$ cat src/rtl/trap_ctrl_pkg.sv
// Shared types and constants for the commit-point trap controller.
package trap_ctrl_pkg;

  typedef enum logic [1:0] {
    IDLE     = 2'd0,
    FLUSH    = 2'd1,
    REDIRECT = 2'd2
  } trap_state_t;

  localparam logic [31:0] CAUSE_M_TIMER_IRQ   = 32'h8000_0007;
  localparam logic [1:0]  PRIV_M              = 2'd3;
  localparam logic [1:0]  PRIV_U              = 2'd0;
  localparam logic [1:0]  MTVEC_MODE_VECTORED = 2'd1;

  function automatic logic [31:0] mtvec_base(input logic [31:0] mtvec);
    return {mtvec[31:2], 2'b00};
  endfunction

endpackage

$ cat src/rtl/trap_arbiter.sv
// Combinational priority between timer interrupt, exception and mret, plus trap data and
// target select. Vectored interrupt targets are built only with TRAP_VECTORED_EN defined.
module trap_arbiter
  import trap_ctrl_pkg::*;
(
  input  logic        enable,
  input  logic        commit_valid,
  input  logic [31:0] commit_pc,
  input  logic        exc_valid,
  input  logic [4:0]  exc_code,
  input  logic [31:0] exc_tval,
  input  logic        mret_req,
  input  logic        timer_interrupt,
  input  logic        mie_mtie,
  input  logic        mstatus_mie,
  input  logic [1:0]  priv_mode,
  input  logic [31:0] mtvec_in,
  input  logic [31:0] mepc_in,
  output logic        trap_take,
  output logic        mret_take,
  output logic [31:0] cause,
  output logic [31:0] tpc,
  output logic [31:0] tval,
  output logic [31:0] target
);

  logic irq_pend;
  logic irq_sel;

  // Lower privilege than M always takes the interrupt regardless of mstatus.MIE.
  assign irq_pend = timer_interrupt & mie_mtie & (mstatus_mie | (priv_mode != PRIV_M));

  always_comb begin
    trap_take = 1'b0;
    mret_take = 1'b0;
    irq_sel   = 1'b0;
    cause     = '0;
    tpc       = '0;
    tval      = '0;
    if (enable && commit_valid) begin
      if (irq_pend) begin
        trap_take = 1'b1;
        irq_sel   = 1'b1;
        cause     = CAUSE_M_TIMER_IRQ;
        tpc       = commit_pc;
      end else if (exc_valid) begin
        trap_take = 1'b1;
        cause     = {27'b0, exc_code};
        tpc       = commit_pc;
        tval      = exc_tval;
      end else if (mret_req) begin
        mret_take = 1'b1;
      end
    end
  end

`ifdef TRAP_VECTORED_EN
  always_comb begin
    target = mtvec_base(mtvec_in);
    if (mret_take) begin
      target = mepc_in;
    end else if (irq_sel && (mtvec_in[1:0] == MTVEC_MODE_VECTORED)) begin
      target = mtvec_base(mtvec_in) + {25'b0, cause[4:0], 2'b00};
    end
  end
`else
  logic unused_mode;
  assign unused_mode = ^{mtvec_in[1:0], irq_sel};

  always_comb begin
    target = mtvec_base(mtvec_in);
    if (mret_take) begin
      target = mepc_in;
    end
  end
`endif

endmodule

$ cat src/rtl/trap_ctrl.sv
// Commit-point trap controller: raises CSR trap/mret pulses, then flushes and redirects fetch.
// Optional macro TRAP_VECTORED_EN enables vectored interrupt targets.
module trap_ctrl
  import trap_ctrl_pkg::*;
#(
  parameter int unsigned FLUSH_CYCLES = 2
) (
  input  logic        clk,
  input  logic        rst,
  input  logic        commit_valid,
  input  logic [31:0] commit_pc,
  input  logic        exc_valid,
  input  logic [4:0]  exc_code,
  input  logic [31:0] exc_tval,
  input  logic        mret_req,
  input  logic        timer_interrupt,
  input  logic        mie_mtie,
  input  logic        mstatus_mie,
  input  logic [1:0]  priv_mode,
  input  logic [31:0] mtvec_in,
  input  logic [31:0] mepc_in,
  output logic        trap_enter,
  output logic [31:0] trap_cause,
  output logic [31:0] trap_pc,
  output logic [31:0] trap_val,
  output logic        mret_exec,
  output logic        flush,
  output logic        busy,
  output logic        redirect_valid,
  output logic [31:0] redirect_pc,
  input  logic        redirect_ready
);

  localparam logic [3:0] CntInit = 4'(FLUSH_CYCLES - 1);

  trap_state_t state_q, state_d;
  logic [3:0]  cnt_q, cnt_d;
  logic [31:0] target_q, target_d;

  logic        arb_enable;
  logic        trap_take;
  logic        mret_take;
  logic [31:0] arb_cause;
  logic [31:0] arb_tpc;
  logic [31:0] arb_tval;
  logic [31:0] arb_target;

  // Gating with rst keeps the CSR pulses quiet during the reset cycle.
  assign arb_enable = (state_q == IDLE) & ~rst;

  trap_arbiter u_arbiter (
    .enable          (arb_enable),
    .commit_valid    (commit_valid),
    .commit_pc       (commit_pc),
    .exc_valid       (exc_valid),
    .exc_code        (exc_code),
    .exc_tval        (exc_tval),
    .mret_req        (mret_req),
    .timer_interrupt (timer_interrupt),
    .mie_mtie        (mie_mtie),
    .mstatus_mie     (mstatus_mie),
    .priv_mode       (priv_mode),
    .mtvec_in        (mtvec_in),
    .mepc_in         (mepc_in),
    .trap_take       (trap_take),
    .mret_take       (mret_take),
    .cause           (arb_cause),
    .tpc             (arb_tpc),
    .tval            (arb_tval),
    .target          (arb_target)
  );

  always_comb begin
    state_d  = state_q;
    cnt_d    = cnt_q;
    target_d = target_q;
    flush    = 1'b0;
    unique case (state_q)
      IDLE: begin
        if (trap_take || mret_take) begin
          state_d  = FLUSH;
          cnt_d    = CntInit;
          target_d = arb_target;
          flush    = 1'b1;
        end
      end
      FLUSH: begin
        flush = 1'b1;
        if (cnt_q == 4'd0) begin
          state_d = REDIRECT;
        end else begin
          cnt_d = cnt_q - 4'd1;
        end
      end
      REDIRECT: begin
        if (redirect_ready) begin
          state_d = IDLE;
        end
      end
      default: state_d = IDLE;
    endcase
  end

  always_ff @(posedge clk) begin
    if (rst) begin
      state_q  <= IDLE;
      cnt_q    <= '0;
      target_q <= '0;
    end else begin
      state_q  <= state_d;
      cnt_q    <= cnt_d;
      target_q <= target_d;
    end
  end

  assign trap_enter     = trap_take;
  assign trap_cause     = arb_cause;
  assign trap_pc        = arb_tpc;
  assign trap_val       = arb_tval;
  assign mret_exec      = mret_take;
  assign busy           = (state_q != IDLE);
  assign redirect_valid = (state_q == REDIRECT);
  assign redirect_pc    = redirect_valid ? target_q : 32'h0;

endmodule

$ cat config.mk
export PLATFORM = sky130hd
export DESIGN_NAME = trap_ctrl
export DESIGN_NICKNAME = d
export VERILOG_FILES = /design/src/rtl/trap_ctrl_pkg.sv /design/src/rtl/trap_arbiter.sv /design/src/rtl/trap_ctrl.sv
export SDC_FILE = /design/constraint.sdc
export NUM_CORES = 1
export LEC_CHECK = 0
export BUFFER_PORTS_ARGS = -buffer_cell sky130_fd_sc_hd__buf_4
export CAP_MARGIN = 0
export CELL_PAD_IN_SITES_DETAIL_PLACEMENT = 1
export CELL_PAD_IN_SITES_GLOBAL_PLACEMENT = 1
export CORE_MARGIN = 2
export CORE_UTILIZATION = 22
export CTS_BUF_LIST = sky130_fd_sc_hd__clkbuf_8
export DETAILED_ROUTE_END_ITERATION = 8
export PLACE_DENSITY = 0.87
export SETUP_SLACK_MARGIN = 0.1
export SLEW_MARGIN = 20
export SYNTH_ARGS = -nofsm -noshare
export SYNTH_HDL_FRONTEND = slang
export SYNTH_HIERARCHICAL = 1
export SYNTH_SLANG_ARGS = --single-unit
export TNS_END_PERCENT = 1
$ cat constraint.sdc
create_clock -name clk -period 2.5 [get_ports clk]
set_clock_uncertainty 0.05 [all_clocks]
set_input_delay 0.375 -clock clk [delete_from_list [all_inputs] [get_ports clk]]
set_output_delay 0.375 -clock clk [all_outputs]
set_load 0.05 [all_outputs]
==> results.json, run 1 <==
{
  "outcome": "completed",
  "start_util_pct": 22.6,
  "htree_levels": 2,
  "required_time_of_the_worst_setup_path_ns": 2.08,
  "reg2regPathDepth": 10,
  "antenna_found_initial": 0,
  "rows": 42,
  "transition_time_at_the_pin_with_the_least_slew_margin_ns": 0.700,
  "min_delay_worst_endpoint": "state_q[1]",
  "synthSimpleGateAreaFrac_pct": 31.3,
  "total_area_of_sequential_cells_sq_um": 768,
  "gp_congestion": 0.907,
  "m1WireLength_microns": 5190,
  "most_used_cells_in_the_layout_excluding_fill_and_tap_cells": "buf_4 (245), and3_1 (68), a21oi_1 (38)",
  "die_w_microns": 121,
  "power_per_cell_area_mw_per_mm2": 368,
  "hpwl_microns": 11400,
  "drt-vias-per-instance": 4.64,
  "numPortBuffers": 248,
  "post_cts_hold_buffer_count": 0,
  "route.final.wire_length_microns": 14500,
  "detailroute.wirelength.met3_microns": 803,
  "route.detailed.drc": 0,
  "cpPeakStageDelay_ns": 0.37,
  "num_io_pins": 277,
  "power.total_mw": 1.96,
  "grt_pass1_wl_microns": 20900,
  "fp.dieArea_sq_mm": 0.0146,
  "cp_data_arrival_time_ns": 1.94,
  "synth_fa_ha_area_share_pct": 0.832,
  "final.fill_count": 1616,
  "avgSynthCellArea_sq_um": 7.90,
  "mux_cell_area_share_after_synthesis_pct": 14.8,
  "postSynthCellCount": 381,
  "setup_total_negative_slack_ns": 0,
  "routed_wire_length_per_instance_microns": 18.1,
  "yosysWarnings": 6,
  "worst_setup_sp_type": "flip-flop",
  "clock_pin_slew_on_the_worst_setup_and_hold_paths_ns": 0.08,
  "synth-seq-cells": 38,
  "grt-ovfl-total": 0,
  "detail-route-antenna-nets": 0,
  "total_leakage_power_nw": 2.87,
  "multi_input_comb_area_sq_mm": 0.00201,
  "insertedDiodeCount": 0,
  "path_delay_family": "simple AND/OR/NAND/NOR gates",
  "clk_path_buf_depth": 2,
  "synth_top_family_by_area": "simple AND/OR/NAND/NOR gates",
  "placeable_area_sq_mm": 0.0133,
  "maximum_capacitance_violations": 0,
  "final_common_cell": "buf_4",
  "vdd_drop_max_mv": 0.142,
  "setup_repair_after_global_routing_missed_its_margin": "true",
  "synth_compound_gate_area_share_pct": 14.7,
  "worst_hold_startpoint": "redirect_ready",
  "tritoncts.num_buffers": 5,
  "criticalPathCategory": "reg2out",
  "path_max_fanout": 9,
  "number_of_clock_sinks": 38,
  "synth.yosys.seq_area_share_pct": 25.3,
  "crit_slowest_cell": "dfxtp_4",
  "end_kind": "output pin",
  "drive_gt1_share_pct": 52.2,
  "1st_pass_router_iterations": 4,
  "yosys.cell_types.count": 37,
  "global_route.usage.total_pct": 18.3,
  "cts_tree": "built",
  "count_of_final_hold_check_violations": 0,
  "yosys_top_cell_area_share_pct": 25.3,
  "drtIter0Drc": 193,
  "post_synth_instance_area_sq_mm": 0.00301,
  "maxSlewViolCount": 0,
  "layout_worst_path_cycle_share_pct": 94.7,
  "hold_path_class": "in2reg",
  "timing.slew.headroom_pct": 53.2,
  "timing.critical_path.buf_inv": 4,
  "worstSkewPairLatency_ns": 0.29,
  "synth_area_leader_cell": "dfxtp_1",
  "critical_path.cell_chain": "nor2_4 -> inv_4 -> nor2_4 -> nand2_4 -> a31oi_4 -> buf_12 -> buf_8 -> and3_1 -> buf_6",
  "grt_start_max_net_pins": 39,
  "crit_cells": 9,
  "achievable_clock_frequency_mhz": 423,
  "timing.reg2reg.setup_slack_ns": 0.30,
  "dieHeight_microns": 121,
  "synth_xor_xnor_area_share_pct": 0,
  "worstReg2RegStart": "state_q[1]",
  "first_global_vias": 3842,
  "routed.top_layer": "met4",
  "post_synth_main_area_contributors": "dfxtp_1 (25%), mux2_4 (14%), and3_1 (14%)",
  "cp_common_cell": "nor2_4",
  "vias": 3711,
  "wl_met2_microns": 8190,
  "worst_hold_path.num_cells": 4,
  "area_delta_synth_final_pct": 77.1,
  "clock_tree.root_cell": "clkbuf_8",
  "timing.final.setup_violations": 0,
  "final_net_count": 770,
  "timing.final.crit_period_ns": 2.37,
  "crit-reg2reg-capture": "cnt_q[0]"
}
-- synthesized netlist by cell type --
library cell   n
or3_1          2
mux2_4        29
clkbuf_2       6
conb_1         1
inv_1          7
o221ai_1       1
o21ai_2        1
or2_2          1
nor3_1         1
a21o_1         1
nor3b_1        1
ha_1           2
and4b_2        1
nand2_1        5
clkbuf_1      25
a2bb2oi_1      1
a31oi_2        1
nor2_2         1
a22oi_1        1
mux2_2         1
and3b_1        1
o21ai_4        1
buf_4         26
a211oi_1       1
dfxtp_1       38
nand2b_1       1
o21ai_0       34
a21oi_1       39
buf_2          2
nor2_1         7
or4_1          2
buf_6          3
nor2b_1        2
nand3_1       33
nand3b_1       1
and3_1        68
and2_1        33
-- repair_timing --
item / 4_1_cts / 5_1_grt
gates resized for setup: 3 / 30
setup endpoints to repair: 35 / 35
setup buffers: 0 / 9
gates cloned: 0 / 3
endpoints found under the hold margin: 0 / 0
pin swaps: 0 / 6
-- per-stage QoR --
step	std cells	hold WS, ns	utilization [%]	area (sq um)	setup slack, ns
6_report	800	0.378	40.1	5330	0.133
4_1_cts	788	0.380	38.2	5080	0.0895
2_1_floorplan	406	0.399	-	3190	-0.193
5_1_grt	800	0.401	40.1	5330	0.0544
3_3_place_gp	781	0.406	37.5	4980	0.317
3_5_place_dp	781	0.416	37.5	4980	0.234
-- worst max-delay path by stage --
stage / end / startpoint
after CTS: trap_val[16] / state_q[0]
after global placement: trap_val[16] / rst
after detailed placement: cnt_q[0] / priv_mode[0]
final: trap_val[9] / state_q[1]
after global routing: flush / state_q[1]
after floorplan: flush / state_q[0]
-- power by group --
group | switching (mW) | internal (mW)
Clock | 0.212 | 0.215
Sequential | 0.0159 | 0.637
Combinational | 0.520 | 0.359
Total | 0.748 | 1.21
-- layout make-up --
cell class | instances | share of cell area, %
flip-flops and latches | 38 | 14.4
well taps | 176 | 4.13
clock inverters | 1 | 0.0704
clock buffers | 6 | 1.55
inverters | 7 | 0.610
repair buffers | 273 | 41.5
multi-input cells | 299 | 37.7
-- sequential cells by signal, summed over array words and instances (netlist names) --
register / cells
target_q: 32
cnt_q: 4
state_q: 2
-- cells by family after synthesis --
logic type / count (synthesis)
compound gates: 81
fa+ha+maj: 2
simple gates: 160
flops: 38
other cells: 1
buf+inv: 69
mux: 30
-- metal layers --
metal | GRT usage [%] | up-vias
li1 | - | 1767
met4 | 4.29 | 0
met3 | 3.52 | 18
met2 | 36.3 | 151
met1 | 19.6 | 1775
met5 | 0 | -
-- worst register-to-register path, delay by kind of cell, from the launching register on --
family | cells | cell delay, ns
DFF | 1 | 0.37
buffers and inverters | 3 | 0.49
and+or+nand+nor | 4 | 0.74
AOI/OAI and AO/OA | 3 | 0.48
(Power assumes the default switching activity.)
==> inputs of run 2 (changes only) <==
--- a/config.mk
+++ b/config.mk
@@ -13,6 +13,7 @@
 export CORE_UTILIZATION = 22
 export CTS_BUF_LIST = sky130_fd_sc_hd__clkbuf_8
 export DETAILED_ROUTE_END_ITERATION = 8
+export MAX_ROUTING_LAYER = met4
 export PLACE_DENSITY = 0.87
 export SETUP_SLACK_MARGIN = 0.1
 export SLEW_MARGIN = 20
==> run 2 against run 1 <==
Net effect:
- combinational power down 3.5%
- fmax is 0.60% lower
- power is 0.66% lower
- worst setup slack lost 0.014 ns
- global-route usage up 0.20 points
- die area stayed put
- first-iteration DRC count is 45% lower
- hold slack lost 0.013 ns
==> results.json, run 2 (synthesized netlist as in run 1, its figures left out) <==
{
  "timing.critical_path.buf_inv": 3,
  "htree_levels": 2,
  "antenna_found_initial": 0,
  "worst_setup_path_endpoint": "trap_val[13]",
  "1st_pass_router_iterations": 4,
  "route.detailed.drc": 0,
  "multi_input_comb_area_sq_mm": 0.00202,
  "maximum_capacitance_violations": 0,
  "grt_pass1_wl_microns": 20600,
  "largest-register": "target_q",
  "crit_cells": 8,
  "drive_gt1_share_pct": 51.9,
  "required_time_of_the_worst_setup_path_ns": 2.08,
  "rows": 42,
  "worstReg2RegStart": "state_q[1]",
  "clock_pin_slew_on_the_worst_setup_and_hold_paths_ns": 0.08,
  "worst_setup_sp_type": "flip-flop",
  "drtIter0Drc": 106,
  "detailedPlace.worstSlack_ns": 0.268,
  "dieHeight_microns": 121,
  "setup_repair_after_global_routing_missed_its_margin": "true",
  "transition_time_at_the_pin_with_the_least_slew_margin_ns": 0.750,
  "layout_worst_path_cycle_share_pct": 95.2,
  "detail-route-antenna-nets": 0,
  "vias": 3676,
  "route.final.wire_length_microns": 14000,
  "setup_total_negative_slack_ns": 0,
  "end_kind": "output pin",
  "reg2regPathDepth": 10,
  "most_used_cells_in_the_layout_excluding_fill_and_tap_cells": "buf_4 (255), and3_1 (68), a21oi_1 (38)",
  "numPortBuffers": 248,
  "place_inst": 781,
  "die_w_microns": 121,
  "grt_start_max_net_pins": 39,
  "timing.final.crit_period_ns": 2.38,
  "critical_path.cell_chain": "nor2_4 -> inv_4 -> nor2_4 -> nand2_4 -> a31oi_4 -> buf_8 -> and3_1 -> buf_6",
  "timing.slew.headroom_pct": 49.9,
  "cp-startpoint": "state_q[1]",
  "total_area_of_sequential_cells_sq_um": 768,
  "cp_common_cell": "nor2_4",
  "area_delta_synth_final_pct": 72.2,
  "final_util_pct": 39.0,
  "first_global_vias": 3873,
  "largest_register_ff_count": 32,
  "path_max_fanout": 17,
  "timing.final.setup_violations": 0,
  "routed_wire_length_per_instance_microns": 17.6,
  "tritoncts.num_buffers": 5,
  "path_delay_family": "simple AND/OR/NAND/NOR gates",
  "instances_no_fill": 794,
  "number_of_clock_sinks": 38,
  "hpwl_microns": 11300,
  "grt-ovfl-total": 0,
  "final.fill_count": 1597,
  "placeable_area_sq_mm": 0.0133,
  "cpPeakStageDelay_ns": 0.36,
  "insertedDiodeCount": 0,
  "num_io_pins": 277,
  "gp_congestion": 0.923,
  "worstSkewPairLatency_ns": 0.29,
  "count_of_final_hold_check_violations": 0,
  "fp.dieArea_sq_mm": 0.0146,
  "global_route.usage.total_pct": 18.5,
  "power_per_cell_area_mw_per_mm2": 375,
  "final_net_count": 763,
  "crit_slowest_cell": "dfxtp_4",
  "post_cts_hold_buffer_count": 0,
  "achievable_clock_frequency_mhz": 420,
  "crit-reg2reg-capture": "cnt_q[0]",
  "hold_path_class": "in2reg",
  "reg_top3": "target_q: 32 flops, cnt_q: 4 flops, state_q: 2 flops",
  "cp_data_arrival_time_ns": 1.96,
  "total_leakage_power_nw": 2.80,
  "vdd_drop_max_mv": 0.168,
  "clock_tree.root_cell": "clkbuf_8",
  "criticalPathCategory": "reg2out",
  "start_util_pct": 22.6,
  "maxSlewViolCount": 0,
  "outcome": "completed",
  "final_common_cell": "buf_4",
  "layout_setup_ws_ns": 0.119,
  "finalHoldWorstSlack_ns": 0.366,
  "drt-vias-per-instance": 4.63,
  "cts_tree": "built",
  "timing.reg2reg.setup_slack_ns": 0.26,
  "clk_path_buf_depth": 2
}
-- run 2: cell types whose count changed in the layout (fill, tap and decap cells not counted), sizes merged --
cell / previous run / this run
clkinvlp: 1 / 2
buf: 271 / 266
clkbuf: 8 / 6
inv: 7 / 6
clkinv: 0 / 1
-- run 2: report_power, final --
part	internal, mW	switching, mW
clock	0.222	0.224
combinational	0.337	0.511
sequential	0.637	0.0154
-- run 2: layer usage --
metal	global-route usage, %	up-vias	wire length [microns]
met1	19.3	1753	5210
li1	-	1752	-
met5	-	-	0
met4	6.76	0	403
met3	3.24	21	739
met2	34.6	150	7650
-- run 2: worst register-to-register path, cell delays in order, from the launching register on --
cell,delay [ns]
dfxtp_4,0.36
nor2_4,0.13
inv_4,0.05
nor2_4,0.19
and4b_2,0.31
o21ai_4,0.09
clkinvlp_4,0.10
or2_4,0.13
buf_4,0.36
a2bb2oi_1,0.15
a211oi_1,0.24
-- run 2: stage by stage --
step | power [mW] | instance area [sq um]
2_1_floorplan | 1.21 | 3190
3_3_place_gp | 1.47 | 4980
3_5_place_dp | 1.50 | 4980
4_1_cts | 1.95 | 5090
5_1_grt | 2.04 | 5180
6_report | 1.95 | 5180
-- run 2: worst min-delay path by stage --
stage | endpoint | start | depth (start not counted)
final | state_q[1] | redirect_ready | 4
after global routing | state_q[1] | redirect_ready | 4
after CTS | state_q[1] | redirect_ready | 4
after detailed placement | target_q[14] | target_q[14] | 2
after global placement | target_q[12] | target_q[12] | 2
after floorplan | target_q[0] | target_q[0] | 2
-- run 2: cell type report --
cell class,instances,share of cell area (%)
clock buffers,6,1.59
clock inverters,2,0.241
inverters,7,0.628
multi-input cells,299,38.9
flip-flops and latches,38,14.8
well taps,176,4.25
repair buffers,266,39.6
-- run 2: timing repair --
item | 4_1_cts | 5_1_grt
gates resized for setup | 3 | 15
cloned | 0 | 1
buffers inserted | 0 | 4
setup endpoints to repair | 35 | 35
pin swaps | 0 | 5
